[config.mk]
export PLATFORM = sky130hd
export DESIGN_NAME = pout_stream_serializer
export DESIGN_NICKNAME = d
export VERILOG_FILES = /design/src/rtl/pout_pkg.sv /design/src/rtl/pout_word_fifo.sv /design/src/rtl/pout_stream_serializer.sv
export SDC_FILE = /design/constraint.sdc
export NUM_CORES = 1
export LEC_CHECK = 0
export CAP_MARGIN = 20
export CORE_AREA = 2 2 99 101
export CTS_BUF_LIST = sky130_fd_sc_hd__clkbuf_8
export CTS_CLUSTER_DIAMETER = 30
export DETAILED_ROUTE_END_ITERATION = 10
export DIE_AREA = 0 0 101 103
export PLACE_DENSITY = 0.76
export SLEW_MARGIN = 40
export SYNTH_ARGS = -nofsm -noshare
export SYNTH_HDL_FRONTEND = slang
export SYNTH_SLANG_ARGS = --single-unit
export TNS_END_PERCENT = 30
[constraint.sdc]
create_clock -name clock -period 9.2 [get_ports clock]
set_input_delay 0.92 -clock clock [delete_from_list [all_inputs] [get_ports clock]]
set_output_delay 0.92 -clock clock [all_outputs]
set_load 0.02 [all_outputs]
[src/rtl/pout_pkg.sv]
// Shared helpers for the pin-output serializer: width math, entry sizing and
// the parameter legality rule used to stop elaboration of bad configurations.
package pout_pkg;

  // Ceiling log2 with a floor of 1 so every counter has at least one bit.
  function automatic int clog2(input int value);
    int w;
    w = 0;
    for (int i = 0; i < 32; i++) begin
      if ((1 << w) < value) w++;
    end
    return (w < 1) ? 1 : w;
  endfunction

  function automatic int beats(input int data_width, input int pin_width);
    return data_width / pin_width;
  endfunction

  // FIFO entries carry the word plus the upstream end-of-frame flag.
  function automatic int entry_width(input int data_width);
    return data_width + 1;
  endfunction

  function automatic bit params_legal(input int data_width, input int pin_width,
                                      input int frame_len, input int fifo_depth);
    return (pin_width > 0) && (data_width >= pin_width) &&
           ((data_width % pin_width) == 0) && (frame_len >= 2) &&
           (fifo_depth >= 2) && ((fifo_depth & (fifo_depth - 1)) == 0);
  endfunction

endpackage

[src/rtl/pout_word_fifo.sv]
// Power-of-two word FIFO; not_full is registered so the write side never sees
// a combinational path from the read side.
module pout_word_fifo
  import pout_pkg::*;
#(
  parameter int WIDTH = 17,
  parameter int DEPTH = 4
) (
  input  logic             clock,
  input  logic             resetn,
  input  logic             push,
  input  logic [WIDTH-1:0] push_data,
  input  logic             pop,
  output logic [WIDTH-1:0] pop_data,
  output logic             not_full,
  output logic             empty
);

  localparam int AW = clog2(DEPTH);
  localparam int CW = AW + 1;

  logic [WIDTH-1:0] mem [DEPTH];
  logic [AW-1:0]    wr_ptr;
  logic [AW-1:0]    rd_ptr;
  logic [CW-1:0]    count;
  logic [CW-1:0]    count_next;
  logic             do_push;
  logic             do_pop;

  assign empty    = (count == '0);
  assign do_push  = push && not_full;
  assign do_pop   = pop && !empty;
  assign pop_data = mem[rd_ptr];

  always_comb begin
    count_next = count + CW'(do_push) - CW'(do_pop);
  end

  always_ff @(posedge clock or negedge resetn) begin
    if (!resetn) begin
      wr_ptr   <= '0;
      rd_ptr   <= '0;
      count    <= '0;
      not_full <= 1'b0;
    end else begin
      if (do_push) wr_ptr <= wr_ptr + AW'(1);
      if (do_pop)  rd_ptr <= rd_ptr + AW'(1);
      count    <= count_next;
      // A pop while full only frees the slot from the next cycle on.
      not_full <= (count_next != CW'(DEPTH));
    end
  end

  always_ff @(posedge clock) begin
    if (do_push) mem[wr_ptr] <= push_data;
  end

endmodule

[src/rtl/pout_stream_serializer.sv]
// Spectrometer result words to mprj_io pin beats: buffered, width-generic,
// runtime byte order, frame-last generation and framing checks.
module pout_stream_serializer
  import pout_pkg::*;
#(
  parameter int DATA_WIDTH = 16,
  parameter int PIN_WIDTH  = 8,
  parameter int FRAME_LEN  = 512,
  parameter int FIFO_DEPTH = 4
) (
  input  logic                  clock,
  input  logic                  resetn,
  input  logic                  in_valid,
  output logic                  in_ready,
  input  logic [DATA_WIDTH-1:0] in_data,
  input  logic                  in_last,
  output logic                  out_valid,
  input  logic                  out_ready,
  output logic [PIN_WIDTH-1:0]  out_data,
  output logic                  out_last,
  input  logic                  cfg_msb_first,
  input  logic                  err_clr,
  output logic                  frame_err,
  output logic [15:0]           frame_cnt
);

  localparam int BEATS = beats(DATA_WIDTH, PIN_WIDTH);
  localparam int BW    = clog2(BEATS);
  localparam int WCW   = clog2(FRAME_LEN);
  localparam int EW    = entry_width(DATA_WIDTH);
  localparam logic [BW-1:0]  LAST_BEAT = BW'(BEATS - 1);
  localparam logic [WCW-1:0] LAST_WORD = WCW'(FRAME_LEN - 1);

  if (!params_legal(DATA_WIDTH, PIN_WIDTH, FRAME_LEN, FIFO_DEPTH)) begin : g_param_check
    $error("pout_stream_serializer: illegal DATA_WIDTH/PIN_WIDTH/FRAME_LEN/FIFO_DEPTH");
  end

  // Both sides use valid/ready: a transfer happens on a rising clock edge where
  // valid and ready are both high; once valid is raised, the payload holds
  // until that edge, and ready never depends combinationally on valid.

  logic [EW-1:0]         fifo_data;
  logic                  fifo_empty;
  logic [DATA_WIDTH-1:0] hold;
  logic                  hold_last;
  logic [BW-1:0]         beat;
  logic [WCW-1:0]        word_cnt;
  logic [WCW-1:0]        word_cnt_next;
  logic                  msb_q;
  logic                  valid_q;
  logic                  fire;
  logic                  beat_last;
  logic                  word_last;
  logic                  word_done;
  logic                  load;

  pout_word_fifo #(
    .WIDTH (EW),
    .DEPTH (FIFO_DEPTH)
  ) u_fifo (
    .clock     (clock),
    .resetn    (resetn),
    .push      (in_valid && in_ready),
    .push_data ({in_last, in_data}),
    .pop       (load),
    .pop_data  (fifo_data),
    .not_full  (in_ready),
    .empty     (fifo_empty)
  );

  assign out_valid = valid_q;
  assign beat_last = (beat == LAST_BEAT);
  assign word_last = (word_cnt == LAST_WORD);
  assign fire      = valid_q && out_ready;
  assign word_done = fire && beat_last;
  // Reload on the last beat's fire so back-to-back words stream without a bubble.
  assign load      = !fifo_empty && (!valid_q || word_done);
  assign out_last  = valid_q && beat_last && word_last;

  always_comb begin
    word_cnt_next = word_cnt;
    if (word_done) word_cnt_next = word_last ? '0 : word_cnt + WCW'(1);
  end

  always_comb begin
    int slice_sel;
    slice_sel = msb_q ? (BEATS - 1 - int'(beat)) : int'(beat);
    out_data  = '0;
    for (int i = 0; i < BEATS; i++) begin
      if (slice_sel == i) out_data = hold[i*PIN_WIDTH +: PIN_WIDTH];
    end
  end

  always_ff @(posedge clock or negedge resetn) begin
    if (!resetn) begin
      hold      <= '0;
      hold_last <= 1'b0;
      beat      <= '0;
      word_cnt  <= '0;
      msb_q     <= 1'b0;
      valid_q   <= 1'b0;
      frame_err <= 1'b0;
      frame_cnt <= '0;
    end else begin
      word_cnt <= word_cnt_next;
      if (load) begin
        hold      <= fifo_data[DATA_WIDTH-1:0];
        hold_last <= fifo_data[DATA_WIDTH];
        beat      <= '0;
        valid_q   <= 1'b1;
        // Byte order is frozen for the whole frame at its first word.
        if (word_cnt_next == '0) msb_q <= cfg_msb_first;
      end else if (word_done) begin
        valid_q <= 1'b0;
        beat    <= '0;
      end else if (fire) begin
        beat <= beat + BW'(1);
      end
      if (word_done && (hold_last != word_last)) frame_err <= 1'b1;
      else if (err_clr)                          frame_err <= 1'b0;
      if (fire && out_last) frame_cnt <= frame_cnt + 16'd1;
    end
  end

endmodule

==> results of run 1 <==
critical path, delay by kind of cell (launching register included):
| family | cells | cell delay, ps |
|---|---|---|
| fa+ha+maj | 2 | 500 |
| buf+inv | 1 | 590 |
| flops | 1 | 450 |
| simple gates | 4 | 740 |
stage by stage:
stage / hold slack [ps] / cells / instance area, µm² / total power, W / setup WS (ps)
floorplan: 467 / 309 / 4990 / 0.00117 / 6110
global placement: 463 / 464 / 5580 / 0.00133 / 5590
detailed placement: 488 / 464 / 5590 / 0.00136 / 5530
CTS: 501 / 496 / 6010 / 0.00186 / 5570
global route: 509 / 496 / 6020 / 0.00194 / 5380
finish: 494 / 496 / 6020 / 0.00184 / 5560
state kept, by name, indices dropped and copies added, names as in the netlist:
| signal | count |
|---|---|
| u_fifo.mem | 68 |
| frame_cnt | 16 |
| hold | 16 |
| word_cnt | 9 |
| u_fifo.count | 3 |
| u_fifo.rd_ptr | 2 |
| u_fifo.wr_ptr | 2 |
| beat | 1 |
| frame_err | 1 |
| hold_last | 1 |
| msb_q | 1 |
| out_valid | 1 |
| u_fifo.not_full | 1 |
logic make-up after synthesis:
logic type	Yosys count	share of synthesized area [%]
XOR/XNOR	27	4.74
buffers and inverters	21	2.21
flip-flops	122	68.0
adder cells (fa/ha/maj)	10	2.66
AO/OA/AOI/OAI	10	1.15
multiplexers	45	14.0
AND/OR/NAND/NOR	74	7.32
report_power, final:
| group | internal, W | switching [W] |
|---|---|---|
| Clock | 0.000273 | 0.000224 |
| Sequential | 0.000716 | 0.0000890 |
| Combinational | 0.000281 | 0.000253 |
cell type report:
| class | count | area, µm² |
|---|---|---|
| Multi-Input combinational cell | 166 | 1510 |
| Clock inverter | 15 | 190 |
| Tap cell | 114 | 143 |
| Inverter | 9 | 33.8 |
| Fill cell | 712 | 3440 |
| Timing Repair Buffer | 53 | 518 |
| Clock buffer | 17 | 234 |
| Sequential cell | 122 | 3390 |
cell usage in the layout (no fill, tap or decap), types with 7 or more instances in the layout:
cell type,instances
xor2_1,9
clkbuf_8,17
edfxtp_1,68
nand4_1,7
nand3_1,8
nand2_1,25
xnor2_1,17
clkdlybuf4s50_1,49
inv_1,9
dfrtp_1,53
mux2_2,26
mux4_2,17
nor2_1,12
ha_1,9
layer usage:
metal / vias up / share of wire [%]
li1: 1266 / -
met1: 1379 / 42
met2: 57 / 53
met3: 10 / 4.0
met4: 0 / 1.1
met5: - / 0
worst max path at each step:
stage	startpoint	endpoint	slack, ps	depth (start not counted)
floorplan	word_cnt[0]$_DFF_PN0_	msb_q$_DFFE_PN0P_	6110	10
global placement	out_ready	msb_q$_DFFE_PN0P_	5590	7
detailed placement	out_ready	msb_q$_DFFE_PN0P_	5530	7
CTS	word_cnt[0]$_DFF_PN0_	out_last	5570	7
global route	word_cnt[0]$_DFF_PN0_	out_last	5380	7
finish	word_cnt[0]$_DFF_PN0_	out_last	5560	7
==> flow_metrics.py, run 1 <==
metrics = {
    "logic_synthesis": {
        "yosysWarnings": 0,
        "syn_area_per_cell_um2": 16.2,
        "synth_cell_types": 35,
        "ys_seq_elements": 122,
        "synth.most_common_cell": "edfxtp_1",
        "synth_fp_nets": 342,
        "synth-main-ff-cell": "edfxtp_1",
        "syn_area_um2": 4990,
        "synth_cells": 309,
        "synth_top_area_share_pct": 40.9,
        "synth_area_leaders": "edfxtp_1 41%, dfrtp_1 27%, mux4_2 7.7%, mux2_2 5.9%, xnor2_1 3.2%",
        "yosys-top-cells-count": "68 x edfxtp_1, 54 x dfrtp_1, 26 x mux2_2, 25 x nand2_1, 18 x xnor2_1",
        "synth_area_leader_cell": "edfxtp_1",
        "ys_seq_area_share_pct": 68.0,
        "synthArstFlopShare_pct": 44.3,
        "synth_edf_count": 68,
    },
    "worst_hold_path": {
        "min_delay_path_depth": 1,
        "whs_endpoint": "frame_cnt[15]$_DFFE_PN0P_",
        "hold_path.class": "flip-flop to flip-flop",
        "hold_start": "frame_cnt[15]$_DFFE_PN0P_",
    },
    "setup_path": {
        "r2r_cells": 10,
        "crit_path_start_kind": "flip-flop",
        "max_stage_delay_ps": 590,
        "crit_fanout": 7,
        "critPathCaptureType": "primary output",
        "r2r_end": "msb_q$_DFFE_PN0P_",
        "path_class": "flip-flop to primary output",
        "rr_startpoint": "word_cnt[0]$_DFF_PN0_",
        "worst_ep_arrival_time_ps": 2720,
        "timing.critical_path.required_ps": 8280,
        "r2r_slack_ps": 5740,
        "path_cells": "ha_1 -> nand3_1 -> nor2_1 -> and3_1 -> ha_1 -> and3_1 -> clkdlybuf4s50_1",
        "cp_slowest_cell": "clkdlybuf4s50_1",
    },
    "global_route": {
        "gr-total-overflow": 0,
        "global_route.usage.met1_pct": 21.6,
        "top_usage_layer": "met2",
        "grt_usage_pct": 18.6,
        "gr-usage-met3_pct": 6.17,
        "grt_pass1_vias": 2793,
        "met2_usage_pct": 31.7,
        "antenna_found_initial": 0,
        "grt_max_degree": 55,
        "grt_pass1_wl_mm": 14.0,
    },
    "die": {
        "die_y_um": 103,
        "die_w_um": 101,
        "initial_core_util_pct": 52.8,
        "coreArea_um2": 9460,
        "pin_count": 51,
        "die_area_um2": 10400,
        "row_count": 36,
    },
    "status": {
        "status": "finished clean",
    },
    "place": {
        "place.gp.congestion": 0.773,
        "dp_hpwl_mm": 5.60,
        "portBuffers": 50,
    },
    "clock_tree": {
        "cts_setup_buffers": 0,
        "numCtsBuffers": 17,
        "cts_htree_levels": 4,
        "clk_pin_slew_ps": 80,
        "clkLatencyLatePin_ps": 430,
        "clk_path_buf_depth": 2,
        "cts_hold_buf": 0,
        "cts.sinks": 122,
        "cts_tree": "yes",
        "root_buffer": "clkbuf_8",
        "ctsResizeCount": 0,
    },
    "sta": {
        "tns_ps": 0,
        "slew_headroom_pct": 54.1,
        "fmaxAchievable_mhz": 275,
        "period_share_pct": 39.5,
        "report.final.setup_viol": 0,
        "slew_viol_final": 0,
        "period_needed_ps": 3640,
        "hold_viol": 0,
        "worst_pin_slew_ps": 688,
        "clock_skew_ps": 10.9,
        "rsz0062_at_grt": "no",
    },
    "drt": {
        "antenna_left": 0,
        "wirelength_mm": 8.64,
        "drt_iter0_drc": 95,
        "avgRoutedWirePerCell_um": 17.4,
        "viasPerCell": 5.47,
        "via_count": 2712,
        "drc": 0,
        "firstDrtPassIters": 4,
    },
    "cells_and_area": {
        "post-route-util_pct": 63.6,
        "nNetsFinal": 402,
        "area_delta_synth_final_pct": 20.6,
        "n_antenna_cell": 0,
        "drive_above_1_share_pct": 23.0,
    },
    "power": {
        "p_per_area_nw_per_um2": 305,
        "ir_drop_mv": 0.256,
        "leakagePower_nw": 2.31,
    },
    "run": {
        "max_cap_viol_count": 0,
    },
}
No activity file was read; power rests on OpenSTA's default activity.
==> run 2: changes to the inputs <==
- clock period: 9.2 -> 3.6 ns (I/O delays scaled with it)
==> run 2 against run 1 <==
Register-to-register slack worse by 5400 ps. Clock-buffer cell count stayed put. Clock skew rose by 1.9 ps. Critical path depth grew 3. Setup slack lost 5300 ps. Sequential share of layout area grew 0.52 points. Sequential power rose to 2.5 times the previous value. First-iteration DRC count increased by 58%. Global-route usage shrank 0.62 points. Power up 140%. Utilization down 0.58 points. Via count grew 0.15%. Critical endpoint is now msb_q$_DFFE_PN0P_. Largest cell class unchanged.
==> flow_metrics.py, run 2 (synthesis results as in run 1) <==
metrics = {
    "clock_tree": {
        "ctsResizeCount": 0,
        "cts_htree_levels": 4,
        "clk_path_buf_depth": 2,
        "root_buffer": "clkbuf_8",
        "clk_pin_slew_ps": 80,
        "clkLatencyLatePin_ps": 410,
        "cts.sinks": 122,
        "cts_tree": "yes",
        "numCtsBuffers": 17,
    },
    "sta": {
        "clock_skew_ps": 12.8,
        "slew_viol_final": 0,
        "fmaxAchievable_mhz": 302,
        "period_share_pct": 91.9,
        "rsz0062_at_grt": "no",
        "report.final.setup_viol": 0,
        "hold_viol": 0,
        "period_needed_ps": 3310,
        "tns_ps": 0,
        "worst_pin_slew_ps": 644,
        "slew_headroom_pct": 56.7,
    },
    "drt": {
        "firstDrtPassIters": 5,
        "drt_iter0_drc": 150,
        "avgRoutedWirePerCell_um": 16.7,
        "drc": 0,
        "viasPerCell": 5.44,
        "via_count": 2716,
        "antenna_left": 0,
        "wirelength_mm": 8.32,
    },
    "die": {
        "pin_count": 51,
        "row_count": 36,
        "initial_core_util_pct": 52.8,
        "die_y_um": 103,
        "coreArea_um2": 9460,
        "die_area_um2": 10400,
        "die_w_um": 101,
    },
    "setup_path": {
        "path_class": "flip-flop to flip-flop",
        "worst_ep_arrival_time_ps": 3610,
        "crit_fanout": 7,
        "timing.critical_path.required_ps": 3900,
        "critPathCaptureType": "flip-flop",
        "crit_path_start_kind": "flip-flop",
    },
    "cells_and_area": {
        "final_common_cell": "edfxtp_1",
        "top_register": "u_fifo.mem",
        "top_regs": "u_fifo.mem (68), frame_cnt (16), hold (16)",
        "n_antenna_cell": 0,
        "area_delta_synth_final_pct": 19.4,
        "n_fill_cell": 705,
        "post-route-util_pct": 63.0,
        "largest_reg_flops": 68,
        "mostFrequentLayoutCells": "68 x edfxtp_1, 53 x dfrtp_1, 49 x clkdlybuf4s50_1, 26 x mux2_2, 25 x nand2_1",
        "drive_above_1_share_pct": 22.9,
        "nNetsFinal": 405,
    },
    "global_route": {
        "grt_pass1_wl_mm": 13.7,
        "grt_pass1_vias": 2794,
        "antenna_found_initial": 0,
        "grt_max_degree": 42,
        "grt_usage_pct": 18.0,
        "gr-total-overflow": 0,
    },
    "place": {
        "dp_hpwl_mm": 5.48,
        "portBuffers": 50,
        "place.gp.congestion": 0.831,
    },
    "power": {
        "ir_drop_mv": 0.515,
        "power_w": 0.00447,
        "p_per_area_nw_per_um2": 749,
        "leakagePower_nw": 2.28,
    },
    "worst_hold_path": {
        "hold_path.class": "input pin to async pin",
    },
    "run": {
        "max_cap_viol_count": 0,
    },
    "status": {
        "status": "finished clean",
    },
}
run 2: worst paths after layout:
| path | startpoint | cells after the start | to | slack (ps) |
|---|---|---|---|---|
| min in group clock | frame_cnt[9]$_DFFE_PN0P_ | 1 | frame_cnt[9]$_DFFE_PN0P_ | 500 |
| max in group asynchronous | resetn | 3 | hold_last$_DFFE_PN0P_ | 2530 |
| worst max-delay path | word_cnt[0]$_DFF_PN0_ | 10 | msb_q$_DFFE_PN0P_ | 290 |
| worst min register to register | frame_cnt[9]$_DFFE_PN0P_ | 1 | frame_cnt[9]$_DFFE_PN0P_ | 500 |
| worst min-delay path | resetn | 2 | hold[4]$_DFFE_PN0P_ | 470 |
| worst max register to register | word_cnt[0]$_DFF_PN0_ | 10 | msb_q$_DFFE_PN0P_ | 290 |
run 2: what timing repair did:
item,CTS,global route
endpoints found under the hold margin,40,0
hold buffers,1,0
setup buffers,0,0
endpoints found under the setup margin,0,0
run 2: critical path, stage by stage, from the launching register on:
cell	delay, ps
dfrtp_1	440
ha_1	210
nand3_1	130
nor2_1	190
and3_1	170
ha_1	270
and2b_1	210
a221o_1	300
or4_1	500
or4b_1	480
mux2_1	320
run 2: metal layers:
metal  GRT usage, %  share of wire [%]
met1           22.9                 42
met2           29.8                 52
met3           5.76                4.6
met4           5.41                1.0
met5              0                  0
run 2: per-stage QoR:
| stage | instances | hold slack (ps) | cell area [µm²] | worst slack [ps] |
|---|---|---|---|---|
| 2_1_floorplan | 309 | 64.4 | 4990 | 514 |
| 3_3_place_gp | 466 | 461 | 5600 | 410 |
| 3_5_place_dp | 466 | 378 | 5600 | 311 |
| 4_1_cts | 499 | 466 | 5960 | 308 |
| 5_1_grt | 499 | 495 | 5960 | 118 |
| 6_report | 499 | 473 | 5960 | 291 |
run 2: power by group:
| group | switching [W] | internal [W] | leakage (nW) |
|---|---|---|---|
| clock network | 0.000577 | 0.000487 | 0.177 |
| registers | 0.000216 | 0.00183 | 1.29 |
| logic | 0.000632 | 0.000724 | 0.816 |
| total | 0.00142 | 0.00304 | 2.28 |
run 2: area by class of cell:
type / count / area, µm² / area share (%)
clock buffer: 17 / 234 / 3.92
clock inverter: 15 / 115 / 1.93
inverter: 9 / 33.8 / 0.567
multi-input combinational: 166 / 1500 / 25.1
sequential: 122 / 3390 / 56.9
tap: 114 / 143 / 2.39
timing repair buffer: 56 / 546 / 9.15
==> run 3: changes to the inputs <==
- CAP_MARGIN: 20 -> 10
- CORE_AREA: 2 2 99 101 -> 2 2 100 102
- DIE_AREA: 0 0 101 103 -> 0 0 102 104
- REMOVE_ABC_BUFFERS: unset -> 1
- SYNTH_HIERARCHICAL: unset -> 1
==> run 3 against run 2 <==
Critical path depth increased by 1. Wire length increased by 2.2%. Clock power increased by 6%. Register-to-register slack improved by 70 ps. Critical path type unchanged. Sequential cell count unchanged. Combinational power decreased by 4%. Highest routed layer unchanged. First-iteration DRC count decreased by 17%. Synthesized area increased by 2.4%.
==> flow_metrics.py, run 3 <==
metrics = {
    "status": {
        "status": "finished clean",
    },
    "drt": {
        "firstDrtPassIters": 4,
        "wirelength_mm": 8.50,
        "viasPerCell": 5.39,
        "antenna_left": 0,
        "via_count": 2777,
        "avgRoutedWirePerCell_um": 16.5,
        "drt_iter0_drc": 124,
        "drc": 0,
    },
    "run": {
        "max_cap_viol_count": 0,
    },
    "sta": {
        "slew_viol_final": 0,
        "period_share_pct": 89.9,
        "hold_viol": 0,
        "worst_pin_slew_ps": 797,
        "period_needed_ps": 3240,
        "tns_ps": 0,
        "rsz0062_at_grt": "no",
        "fmaxAchievable_mhz": 309,
        "slew_headroom_pct": 46.9,
        "clock_skew_ps": 9.79,
        "report.final.setup_viol": 0,
    },
    "worst_hold_path": {
        "hold_path.class": "flip-flop to flip-flop",
        "hold_start": "frame_cnt[15]$_DFFE_PN0P_",
        "whs_endpoint": "frame_cnt[15]$_DFFE_PN0P_",
        "min_delay_path_depth": 1,
    },
    "logic_synthesis": {
        "synth_simple_gate_area_share_pct": 6.64,
        "yosys-top-cells-count": "68 x edfxtp_1, 54 x dfrtp_1, 27 x mux2_2, 22 x nand2_1, 16 x xnor2_1",
        "synth_xor_area_share_pct": 4.21,
        "ys_seq_area_share_pct": 66.4,
        "synth_area_leaders": "edfxtp_1 40%, dfrtp_1 26%, mux2_2 6.0%, mux4_1 4.6%, mux4_2 3.5%",
        "yosysWarnings": 6,
        "synth_cells": 308,
        "synth_cell_types": 45,
        "synth_area_leader_cell": "edfxtp_1",
        "synthArstFlopShare_pct": 44.3,
        "synth_top_area_share_pct": 40.0,
        "synth-main-ff-cell": "edfxtp_1",
        "synth.most_common_cell": "edfxtp_1",
        "syn_area_um2": 5110,
        "synth_top_family_by_area": "multiplexers",
        "synth_edf_count": 68,
        "ys_seq_elements": 122,
        "syn_area_per_cell_um2": 16.6,
        "synth_compound_area_share_pct": 3.11,
        "synth_fa_ha_area_share_pct": 2.60,
        "synthMuxAreaShare_pct": 14.6,
    },
    "global_route": {
        "grt_usage_pct": 17.7,
        "grt_pass1_vias": 2838,
        "antenna_found_initial": 0,
        "gr-total-overflow": 0,
        "grt_max_degree": 30,
        "grt_pass1_wl_mm": 14.0,
    },
    "place": {
        "dp_hpwl_mm": 5.38,
        "place.gp.congestion": 0.834,
        "portBuffers": 50,
    },
    "setup_path": {
        "critPathCaptureType": "flip-flop",
        "r2r_slack_ps": 360,
        "rr_startpoint": "word_cnt[0]$_DFF_PN0_",
        "path_class": "flip-flop to flip-flop",
        "crit_fanout": 10,
        "timing.critical_path.required_ps": 3890,
        "r2r_cells": 11,
        "critPathLaunch": "word_cnt[0]$_DFF_PN0_",
        "worst_ep_arrival_time_ps": 3530,
        "r2r_end": "msb_q$_DFFE_PN0P_",
        "crit_path_start_kind": "flip-flop",
    },
    "clock_tree": {
        "clkLatencyLatePin_ps": 410,
        "cts_tree": "yes",
        "cts_htree_levels": 4,
        "ctsResizeCount": 0,
        "clk_pin_slew_ps": 70,
        "root_buffer": "clkbuf_8",
        "cts_setup_buffers": 0,
        "cts.sinks": 122,
        "clk_path_buf_depth": 2,
        "numCtsBuffers": 17,
    },
    "power": {
        "power_w": 0.00451,
        "leakagePower_nw": 2.35,
        "p_per_area_nw_per_um2": 741,
        "ir_drop_mv": 0.491,
    },
    "die": {
        "coreArea_um2": 9550,
        "die_y_um": 104,
        "die_w_um": 102,
        "initial_core_util_pct": 53.5,
        "pin_count": 51,
        "row_count": 36,
        "die_area_um2": 10600,
    },
    "cells_and_area": {
        "mostFrequentLayoutCells": "68 x edfxtp_1, 53 x dfrtp_1, 49 x clkdlybuf4s50_1, 27 x mux2_2, 22 x nand2_1",
        "n_fill_cell": 719,
        "nNetsFinal": 403,
        "drive_above_1_share_pct": 20.4,
        "area_delta_synth_final_pct": 19.1,
        "final_common_cell": "edfxtp_1",
        "largest_reg_flops": 68,
        "n_antenna_cell": 0,
        "top_regs": "u_fifo/mem (68), frame_cnt (16), hold (16)",
        "top_register": "u_fifo/mem",
    },
}
run 3: cell types whose count changed after synthesis, sizes merged, moves of 3 or more:
cell	delta
nor3	-4
o31ai	+5
clkbuf	-4
nand4	-5
nand2	-3
xor2	-3
buf	+3
and4	+4
run 3: worst max path at each step:
stage | slack (ps) | to | cells after the start
floorplan | 770 | u_fifo/not_full$_DFF_PN0_ | 10
global placement | 550 | msb_q$_DFFE_PN0P_ | 11
detailed placement | 450 | msb_q$_DFFE_PN0P_ | 11
CTS | 420 | out_last | 7
global route | 130 | msb_q$_DFFE_PN0P_ | 11
finish | 360 | msb_q$_DFFE_PN0P_ | 11
run 3: timing repair:
item                       4_1_cts  5_1_grt
hold endpoints to repair        25        0
hold buffers                     1        0
setup endpoints to repair        0        0
run 3: routing by layer:
metal	wire length (µm)	vias to the layer above	track usage, %
met5	0	-	0
met4	122	0	6.76
met3	391	9	5.71
met2	4260	76	27.8
met1	3730	1386	22.9
li1	-	1306	-
run 3: kinds of logic (layout without fill, tap and decap cells):
group	count (synthesis)	count (layout)
DFF	122	122
adders and majority gates	10	10
AOI/OAI and AO/OA	23	23
muxes	46	46
and+or+nand+nor	65	65
buffers and inverters	19	93
xor gates and xnor gates	23	23
run 3: area by class of cell:
cell class / count / area [µm²] / area share (%)
clock buffers: 17 / 234 / 3.85
well taps: 133 / 166 / 2.73
inverters: 8 / 30.0 / 0.494
clock inverters: 14 / 135 / 2.22
multi-input cells: 167 / 1600 / 26.2
flip-flops and latches: 122 / 3390 / 55.8
repair buffers: 54 / 528 / 8.68
run 3: power by group:
group	leakage [nW]	switching (W)	internal, W
clock	0.191	0.000513	0.000602
sequential	1.30	0.000270	0.00182
combinational	0.859	0.000577	0.000722
total	2.35	0.00136	0.00315
run 3: stage by stage:
step | std cells | util (%) | hold slack (ps) | cell area (µm²) | setup WS [ps]
finish | 515 | 63.7 | 472 | 6080 | 364
global route | 515 | 63.7 | 502 | 6080 | 126
CTS | 515 | 63.7 | 475 | 6080 | 415
detailed placement | 483 | 59.7 | 420 | 5710 | 452
global placement | 483 | 59.7 | 408 | 5700 | 547
floorplan | 297 | - | 64.4 | 5010 | 766
run 3: worst max-delay path, cell delays in order, from the launching register on:
cell	delay, ps
dfrtp_1	440
ha_1	270
and4_1	250
nand2_1	80
nor2_1	120
ha_1	380
nand4b_2	290
o2bb2ai_1	100
nor4_1	340
o21ai_1	100
or4_1	420
mux2_1	320
